**src/rtl/regfile_wb_sched_pkg.sv**
```systemverilog
// Shared types and constants for the register-file write-back scheduler.
package regwb_pkg;
   localparam int AW = 5;
   localparam int DW = 64;

   typedef logic [AW-1:0] reg_idx_t;

   // Highest register index is hard-wired to zero and never tracked.
   localparam reg_idx_t REG_ZERO = reg_idx_t'(2**AW - 1);

   typedef struct packed {
      logic           vld;
      reg_idx_t       rd;
      logic [DW-1:0]  data;
   } wb_req_t;

   function automatic logic is_zero_reg(input reg_idx_t r);
      return r == REG_ZERO;
   endfunction
endpackage

```
**src/rtl/regfile_wb_sched_if.sv**
```systemverilog
// Write-back request bus: NREQ requesters sharing one register-file write port.
interface regfile_wb_sched_if #(
   parameter int NREQ = 2,
   parameter int AW   = regwb_pkg::AW,
   parameter int DW   = regwb_pkg::DW
);
   logic [NREQ-1:0]    WbVld;
   logic [NREQ*AW-1:0] WbRd;
   logic [NREQ*DW-1:0] WbData;
   logic [NREQ-1:0]    WbRdy;

   modport master (output WbVld, output WbRd, output WbData, input WbRdy);
   modport slave  (input WbVld, input WbRd, input WbData, output WbRdy);
endinterface

```
**src/rtl/regfile_wb_sched_arb.sv**
```systemverilog
// Request-to-grant arbiter for the write-back port.
// REGWB_RR_EN defined: round-robin with a pointer; undefined: fixed priority,
// lowest index wins, no pointer state.
module wb_rr_arb #(
   parameter int NREQ = 2
) (
   input  logic            clk,
   input  logic            rst_n,
   input  logic [NREQ-1:0] req,
   output logic [NREQ-1:0] gnt
);
   logic w_found;

`ifdef REGWB_RR_EN
   localparam int PW = (NREQ > 2) ? 2 : 1;

   logic [PW-1:0] r_ptr;
   logic [PW-1:0] w_ptr_nxt;

   // Search the requests starting at the pointer; next pointer follows the winner.
   always_comb begin
      gnt       = '0;
      w_found   = 1'b0;
      w_ptr_nxt = r_ptr;
      for (int k = 0; k < NREQ; k++) begin
         if (!w_found && req[(int'(r_ptr) + k) % NREQ]) begin
            w_found = 1'b1;
            gnt[(int'(r_ptr) + k) % NREQ] = 1'b1;
            w_ptr_nxt = PW'((int'(r_ptr) + k + 1) % NREQ);
         end
      end
   end

   // Pointer advances only when someone is granted.
   always_ff @(posedge clk or negedge rst_n) begin
      if (!rst_n)
         r_ptr <= '0;
      else if (w_found)
         r_ptr <= w_ptr_nxt;
   end
`else
   logic w_unused;
   assign w_unused = ^{clk, rst_n};

   // Lowest-index valid requester wins.
   always_comb begin
      gnt     = '0;
      w_found = 1'b0;
      for (int k = 0; k < NREQ; k++) begin
         if (!w_found && req[k]) begin
            w_found = 1'b1;
            gnt[k]  = 1'b1;
         end
      end
   end
`endif
endmodule

```
**src/rtl/regfile_wb_sched.sv**
```systemverilog
// Write-back scheduler and scoreboard in front of the 32x64 register file.
// Arbitrates NREQ write-back requesters onto RW/BusW/RegWr (one-cycle
// registered stage) and tracks pending destinations for RA/RB hazards.
// Macro REGWB_RR_EN selects round-robin arbitration (else fixed priority).
module regfile_wb_sched #(
   parameter int NREQ = 2,
   parameter int DW   = regwb_pkg::DW,
   parameter int AW   = regwb_pkg::AW
) (
   input  logic                Clk,
   input  logic                Reset_n,
   regfile_wb_sched_if.slave   wb,
   input  logic                IssVld,
   input  logic [AW-1:0]       IssRd,
   output logic                IssRdy,
   input  logic [AW-1:0]       RA,
   input  logic [AW-1:0]       RB,
   output logic                HazA,
   output logic                HazB,
   output logic [AW-1:0]       RW,
   output logic [DW-1:0]       BusW,
   output logic                RegWr
);
   import regwb_pkg::*;

   localparam logic [AW-1:0] ZERO_IDX = '1;

   logic [NREQ-1:0]  w_gnt;
   wb_req_t          w_sel;
   logic             w_iss_set;
   logic             r_regwr;
   logic [AW-1:0]    r_rw;
   logic [DW-1:0]    r_busw;
   logic [2**AW-1:0] r_busy;

   wb_rr_arb #(.NREQ(NREQ)) u_arb (
      .clk   (Clk),
      .rst_n (Reset_n),
      .req   (wb.WbVld),
      .gnt   (w_gnt)
   );

   // The write stage always accepts, so the grant is the ready.
   assign wb.WbRdy = w_gnt;

   // Select the granted requester's beat.
   always_comb begin
      w_sel = '0;
      for (int i = 0; i < NREQ; i++) begin
         if (w_gnt[i]) begin
            w_sel.vld  = 1'b1;
            w_sel.rd   = wb.WbRd[i*AW +: AW];
            w_sel.data = wb.WbData[i*DW +: DW];
         end
      end
   end

   assign IssRdy    = !IssVld || (IssRd == ZERO_IDX) || !r_busy[IssRd];
   assign w_iss_set = IssVld && (IssRd != ZERO_IDX) && !r_busy[IssRd];
   assign HazA      = r_busy[RA] && (RA != ZERO_IDX);
   assign HazB      = r_busy[RB] && (RB != ZERO_IDX);
   assign RW        = r_rw;
   assign BusW      = r_busw;
   assign RegWr     = r_regwr;

   // Write stage: register the accepted beat; writes to the zero register are dropped.
   always_ff @(posedge Clk or negedge Reset_n) begin
      if (!Reset_n) begin
         r_regwr <= 1'b0;
         r_rw    <= '0;
         r_busw  <= '0;
      end else begin
         r_regwr <= w_sel.vld && (w_sel.rd != ZERO_IDX);
         if (w_sel.vld) begin
            r_rw   <= w_sel.rd;
            r_busw <= w_sel.data;
         end
      end
   end

   // Scoreboard: clear after the file write commits, set on accepted issue (set wins).
   always_ff @(posedge Clk or negedge Reset_n) begin
      if (!Reset_n) begin
         r_busy <= '0;
      end else begin
         if (r_regwr)
            r_busy[r_rw] <= 1'b0;
         if (w_iss_set)
            r_busy[IssRd] <= 1'b1;
      end
   end

`ifndef SYNTHESIS
   // A stalled requester must hold its destination and data.
   for (genvar gi = 0; gi < NREQ; gi++) begin : g_hold
      a_hold: assert property (@(posedge Clk) disable iff (!Reset_n)
         (wb.WbVld[gi] && !wb.WbRdy[gi]) |=>
            ($stable(wb.WbRd[gi*AW +: AW]) && $stable(wb.WbData[gi*DW +: DW])));
   end
`endif
endmodule

```
**src/flat_wrapper.sv**
```systemverilog
// flat-port wrapper written by rule: the top's interface ports become plain ports
module regfile_wb_sched_flat import regwb_pkg::*;
#(
   parameter int NREQ = 2,
   parameter int DW   = regwb_pkg::DW,
   parameter int AW   = regwb_pkg::AW
)
  (Clk, Reset_n, IssVld, IssRd, IssRdy, RA, RB, HazA, HazB, RW, BusW, RegWr, wb_WbVld, wb_WbRd, wb_WbData, wb_WbRdy);
  regfile_wb_sched_if #(.NREQ(NREQ), .AW(AW), .DW(DW)) wb_i ();
  input  logic Clk;
  input  logic Reset_n;
  input  logic IssVld;
  input  logic [AW-1:0] IssRd;
  output logic IssRdy;
  input  logic [AW-1:0] RA;
  input  logic [AW-1:0] RB;
  output logic HazA;
  output logic HazB;
  output logic [AW-1:0] RW;
  output logic [DW-1:0] BusW;
  output logic RegWr;
  input wire logic [$bits(wb_i.WbVld)-1:0] wb_WbVld;
  input wire logic [$bits(wb_i.WbRd)-1:0] wb_WbRd;
  input wire logic [$bits(wb_i.WbData)-1:0] wb_WbData;
  output wire logic [$bits(wb_i.WbRdy)-1:0] wb_WbRdy;
  assign wb_i.WbVld = wb_WbVld;
  assign wb_i.WbRd = wb_WbRd;
  assign wb_i.WbData = wb_WbData;
  assign wb_WbRdy = wb_i.WbRdy;
  regfile_wb_sched #(.NREQ(NREQ), .DW(DW), .AW(AW)) u_core (.Clk(Clk), .Reset_n(Reset_n), .wb(wb_i), .IssVld(IssVld), .IssRd(IssRd), .IssRdy(IssRdy), .RA(RA), .RB(RB), .HazA(HazA), .HazB(HazB), .RW(RW), .BusW(BusW), .RegWr(RegWr));
endmodule
```
**config.mk**
```make
export PLATFORM = sky130hd
export DESIGN_NAME = regfile_wb_sched_flat
export DESIGN_NICKNAME = d
export VERILOG_FILES = /design/src/rtl/regfile_wb_sched_pkg.sv /design/src/rtl/regfile_wb_sched_if.sv /design/src/rtl/regfile_wb_sched_arb.sv /design/src/rtl/regfile_wb_sched.sv /design/src/flat_wrapper.sv
export SDC_FILE = /design/constraint.sdc
export NUM_CORES = 1
export LEC_CHECK = 0
export ABC_AREA = 1
export CAP_MARGIN = 5
export CORE_UTILIZATION = 48
export CTS_BUF_LIST = sky130_fd_sc_hd__clkbuf_8
export DETAILED_ROUTE_END_ITERATION = 7
export PLACE_DENSITY = 0.88
export REMOVE_ABC_BUFFERS = 1
export SYNTH_ARGS = -nofsm -noshare
export SYNTH_HDL_FRONTEND = slang
export SYNTH_SLANG_ARGS = --single-unit
```
**constraint.sdc**
```tcl
create_clock -name Clk -period 3.5 [get_ports Clk]
set_input_delay 0.7 -clock Clk [delete_from_list [all_inputs] [get_ports Clk]]
set_output_delay 0.7 -clock Clk [all_outputs]
set_load 0.005 [all_outputs]
```
After elaboration in Yosys (flattened, before gate mapping)
Cells that the tools add are included.
{"block": "totals", "ff_bits": 102, "out_inout_bits": 75, "inputBits": 158, "word_cells": 47}
{"block": "op_classes", "n_lt_le_gt_ge": 6, "muxes": 16, "reduce_logical": 13, "bitwise": 3, "n_eq_ne": 5}
{"operator": "$mux 70", "n": 2}
{"operator": "$mux 32", "n": 2}
{"operator": "$and 32x32->32", "n": 1}
{"operator": "$not 32->32", "n": 1}
{"operator": "$or 32x32->32", "n": 1}
{"operator": "$lt 5x6->1 const B", "n": 4}
{"operator": "$ne 5x5->1 const B", "n": 4}
{"operator": "$bmux 1 s5", "n": 3}
{"operator": "$demux 1 s5", "n": 2}
{"operator": "$ge 5x1->1 const B", "n": 2}
{"operator": "$logic_and 1x1->1", "n": 8}
{"operator": "$mux 1", "n": 7}
{"operator": "$eq 5x5->1 const B", "n": 1}
{"operator": "$logic_not 1->1", "n": 3}
{"operator": "$logic_or 1x1->1", "n": 2}

Logic depth before layout (Yosys ltp)
{"block": "logic_depth", "ltp_word": 9, "mapped_depth": 13, "ltp_nobuf": 10}

By module
From an unflattened synthesis, not the netlist that was laid out.
{"block": "unflattened", "cells_unflattened": 811, "hier_area_um2": 5705.5}
{"mod": "regfile_wb_sched", "n_inst": 1, "cells_per_inst": 808, "area_each_um2": 5688.0}
{"mod": "wb_rr_arb", "n_inst": 1, "cells_per_inst": 3, "area_each_um2": 17.5}

Worst setup path before layout
OpenSTA, ideal clock, no wires.
{"block": "synth_timing", "path_kind": "input -> output", "from": "input port IssRd[0]", "to": "output port IssRdy", "path_stages": 13, "path_slack_ns": 1.119, "required_time_ns": 2.800, "arrival_ns": 1.681, "cell_sequence": "buf_6 > inv_4 > buf_6 > nand2_2 > nand2_1 > nand2_1 > nand2_1 > nand2_1 > nand2_2 > nor2_8 > buf_6 > nand2_1 > nand2_1"}
{"block": "synth_via", "elab_chain_cells": 4, "elab_cells_between_ends": 6, "cone_classes": "eq/ne (1); mux (2); reduce/logical (3)"}
{"item": "from (decl)", "line_no": "flat_wrapper.sv:13", "text": "input logic [AW-1:0] IssRd;"}
{"item": "$bmux 1 s5", "line_no": "regfile_wb_sched.sv:58", "text": "assign IssRdy = !IssVld || (IssRd == ZERO_IDX) || !r_busy[IssRd];"}
{"item": "$mux 1 (not written as such)", "line_no": "regfile_wb_sched.sv:58"}
{"item": "$logic_not 1->1", "line_no": "regfile_wb_sched.sv:58"}
{"item": "$logic_or 1x1->1 *", "line_no": "regfile_wb_sched.sv:58"}
{"item": "to (decl)", "line_no": "flat_wrapper.sv:14", "text": "output logic IssRdy;"}
Mark *: on every way between the ends. The rest lies on a longest branch, timed or not. The select of a mux whose other input is x is not followed.

Worst setup path in the final report
Ends and elaborated chain as after synthesis.

==> metrics.txt <==
htree depth 3; Die Footprint 0.01238 mm^2; number of core rows 39; highest attainable clock frequency 301.7 MHz; core region area 0.01152 mm^2; half-perimeter wire length after placement 14530 um; worst voltage drop across the vdd grid 0.2195 mV; weighted congestion reported at the end of routability-driven placement 0.9497; clock buffer count from CTS 9; Cells after Synth 812; transition at the pin with the smallest max-transition slack 0.7004 ns; logic depth of the worst register-to-register path 10; Lkg Pwr 3.803 nW; I/O pin cnt 233; antenna violations before repair 0; die width 111.3 um; beginning of the worst register-to-register path u_core.r_busy[24]; worst-path maximum fanout 17; worst-case headroom to the max-slew limit 0.5331; global-route wire length before repair 31880 um; Worst setup EP type output port; critical path data arrival time 2.61 ns; footprint of the multi-input gates 0.002755 mm^2; CTS clk-pin slew, worst paths 0.11 ns; Fill cells 898; I/O Buffers 232; clock buffer depth 2; Placement Setup Slack 0.1532 ns; final hold violation count 0; average detailed-routed wire length per instance 16.64 um; pin count of the biggest net entering global routing 70; number of global-route vias before repair 6306; Detail Route Antenna Nets 0; number of inserted diodes 0; last element of the critical path IssRdy; Netlist Area Pre-Place 0.005733 mm^2; total power per unit cell area 415.2 mW/mm^2; most area-hungry cell type in the Yosys netlist sky130_fd_sc_hd__dfrtp_1; portion of the clock cycle consumed by the worst path in the final layout 0.9469; startpoint type of the worst setup path input pin; RSZ-0062 raised after global routing false; Setup TNS Final 0 ns; number of slew-limit violations in the final report 0; Avg Cell Area, Syn 7.060 um^2; grt total ovfl 0; failing checks design-rule violations; via/cell ratio 5.498; class of the most critical hold timing path in -> async; final net count 1187; Setup CP Type in -> out; number of unique standard cell types used by synthesis 25; max-capacitance violation count 0; reg-to-reg slack, setup 1.84 ns; Final setup viols 0; post-synthesis sequential area ratio 0.4452; final setup skew 0.007903 ns; worst path setup slack after routing 0.1858 ns; remaining routing DRC violations 10; flip-flop and latch count after synthesis 102; share of cells above drive strength 1 0.05029; overall global routing resource usage 0.3268; number of DRC violations after detailed-routing iteration 0 523; Req. time, crit path 2.80 ns; Clock Tree Root sky130_fd_sc_hd__clkbuf_8; yosys synthesis warning count 0; share of the synthesized area in the top cell type 0.4452; register area 0.002552 mm^2; first drt pass iteration count 7; clock insertion delay at the later pin of the skew report 0.36 ns; wire length reported by the detailed router 19580 um; Reg2Reg Capture Point u_core.r_busy[12]; number of clock sinks 102; total number of vias 6471; y dimension of the die 111.3 um; clock tree from TritonCTS yes; final worst path period need 3.314 ns; Initial Util 0.4978; Synth-to-Final Area Change 46.16%; CTS Hold Buffers Added 0; result of the run complete, but fails checks; timing startpoint of the critical path IssRd[0]; dominant cells by area after synthesis sky130_fd_sc_hd__dfrtp_1 45%, sky130_fd_sc_hd__nand2_1 21%, sky130_fd_sc_hd__nand3_1 9.1%
## metal layers
layer / wire [um] / up-vias / track usage
met3: 2092 / 58 / 0.08748
li1: - / 3081 / -
met2: 9354 / 366 / 0.5442
met4: 817 / 0 / 0.1486
met1: 7318 / 2966 / 0.3954
met5: 0 / - / 0
## cell usage in the layout (no fill, tap or decap), drive strengths merged
cell type	instances
bufinv	1
inv	49
buf	23
a21boi	1
nand3	104
dfrtp	102
nand4	32
clkbuf	9
o21bai	1
o21a	1
clkinvlp	2
o21ai	63
nor3	10
nor2	44
clkinv	1
o211ai	10
a41oi	2
dlymetal6s2s	1
a22o	1
clkdlybuf4s50	229
a21oi	17
nand2	331
## per-stage QoR
step / utilization / total power, mW / hold WS (ns) / std cells / area (um^2)
2_1_floorplan: - / 2.057 / 0.4044 / 765 / 5472
4_1_cts: 0.7274 / 3.475 / 0.3701 / 1177 / 8377
6_report: 0.7276 / 3.479 / 0.3502 / 1177 / 8379
3_3_place_gp: 0.7096 / 2.662 / 0.4771 / 1161 / 8172
3_5_place_dp: 0.7096 / 2.688 / 0.4822 / 1161 / 8172
5_1_grt: 0.7276 / 3.693 / 0.3908 / 1177 / 8379
## cells in the mapped netlist
cell / count
sky130_fd_sc_hd__a21boi_1: 1
sky130_fd_sc_hd__a21oi_1: 17
sky130_fd_sc_hd__a22o_1: 1
sky130_fd_sc_hd__a41oi_1: 2
sky130_fd_sc_hd__buf_1: 6
sky130_fd_sc_hd__buf_2: 11
sky130_fd_sc_hd__buf_4: 1
sky130_fd_sc_hd__buf_6: 9
sky130_fd_sc_hd__clkbuf_1: 20
sky130_fd_sc_hd__dfrtp_1: 102
sky130_fd_sc_hd__inv_1: 44
sky130_fd_sc_hd__inv_2: 1
sky130_fd_sc_hd__inv_4: 1
sky130_fd_sc_hd__nand2_1: 324
sky130_fd_sc_hd__nand2_2: 7
sky130_fd_sc_hd__nand3_1: 104
sky130_fd_sc_hd__nand4_1: 32
sky130_fd_sc_hd__nor2_1: 42
sky130_fd_sc_hd__nor2_4: 1
sky130_fd_sc_hd__nor2_8: 1
sky130_fd_sc_hd__nor3_1: 10
sky130_fd_sc_hd__o211ai_1: 10
sky130_fd_sc_hd__o21a_1: 1
sky130_fd_sc_hd__o21ai_0: 63
sky130_fd_sc_hd__o21bai_1: 1
## sequential cells by signal, indices dropped and copies added, names as in the netlist
register / cells
u_core.r_busy: 32
u_core.BusW: 64
u_core.RW: 5
u_core.RegWr: 1
## power breakdown
group          total [mW]  switching [mW]  internal [mW]
combinational        1.06           0.528          0.534
sequential           1.63           0.229           1.40
clock               0.786           0.444          0.342
total                3.48            1.20           2.28
## area by class of cell
class / instances / area share
clock buffers: 9 / 0.01478
clock inverters: 7 / 0.009706
inverters: 46 / 0.02090
multi-input cells: 617 / 0.3288
flip-flops and latches: 102 / 0.3046
well taps: 143 / 0.02135
repair buffers: 253 / 0.2998
## worst min path at each step
stage	from	endpoint	slack, ns	cells after the start
floorplan	Reset_n	u_core.BusW[0]	0.40	0
global placement	u_core.BusW[3]	u_core.BusW[3]	0.48	2
detailed placement	u_core.BusW[33]	u_core.BusW[33]	0.48	2
CTS	Reset_n	u_core.BusW[0]	0.37	1
global route	Reset_n	u_core.BusW[0]	0.39	1
finish	Reset_n	u_core.BusW[29]	0.35	1
## repair_timing
| item | CTS | global route |
|---|---|---|
| gates resized for setup | 0 | 1 |
| setup buffers | 0 | 0 |
| endpoints found under the setup margin | 0 | 1 |
## worst max-delay path, cell delays in order
cell                              delay (ns)
sky130_fd_sc_hd__clkdlybuf4s50_1        0.49
sky130_fd_sc_hd__buf_4                  0.24
sky130_fd_sc_hd__nand2_1                0.08
sky130_fd_sc_hd__nand2_1                0.05
sky130_fd_sc_hd__nand2_1                0.06
sky130_fd_sc_hd__nand2_1                0.06
sky130_fd_sc_hd__nand2_1                0.05
sky130_fd_sc_hd__nand2_1                0.10
sky130_fd_sc_hd__nor2_4                 0.13
sky130_fd_sc_hd__nand2_1                0.06
sky130_fd_sc_hd__nand2_1                0.06
sky130_fd_sc_hd__clkdlybuf4s50_1        0.52
## kinds of logic after synthesis
family | after synthesis | share of synthesized area
AND/OR/NAND/NOR | 521 | 0.3872
flip-flops | 102 | 0.4452
AO/OA/AOI/OAI | 96 | 0.09145
buffers and inverters | 93 | 0.07617
Note: power is estimated with default switching activity, not from simulation.
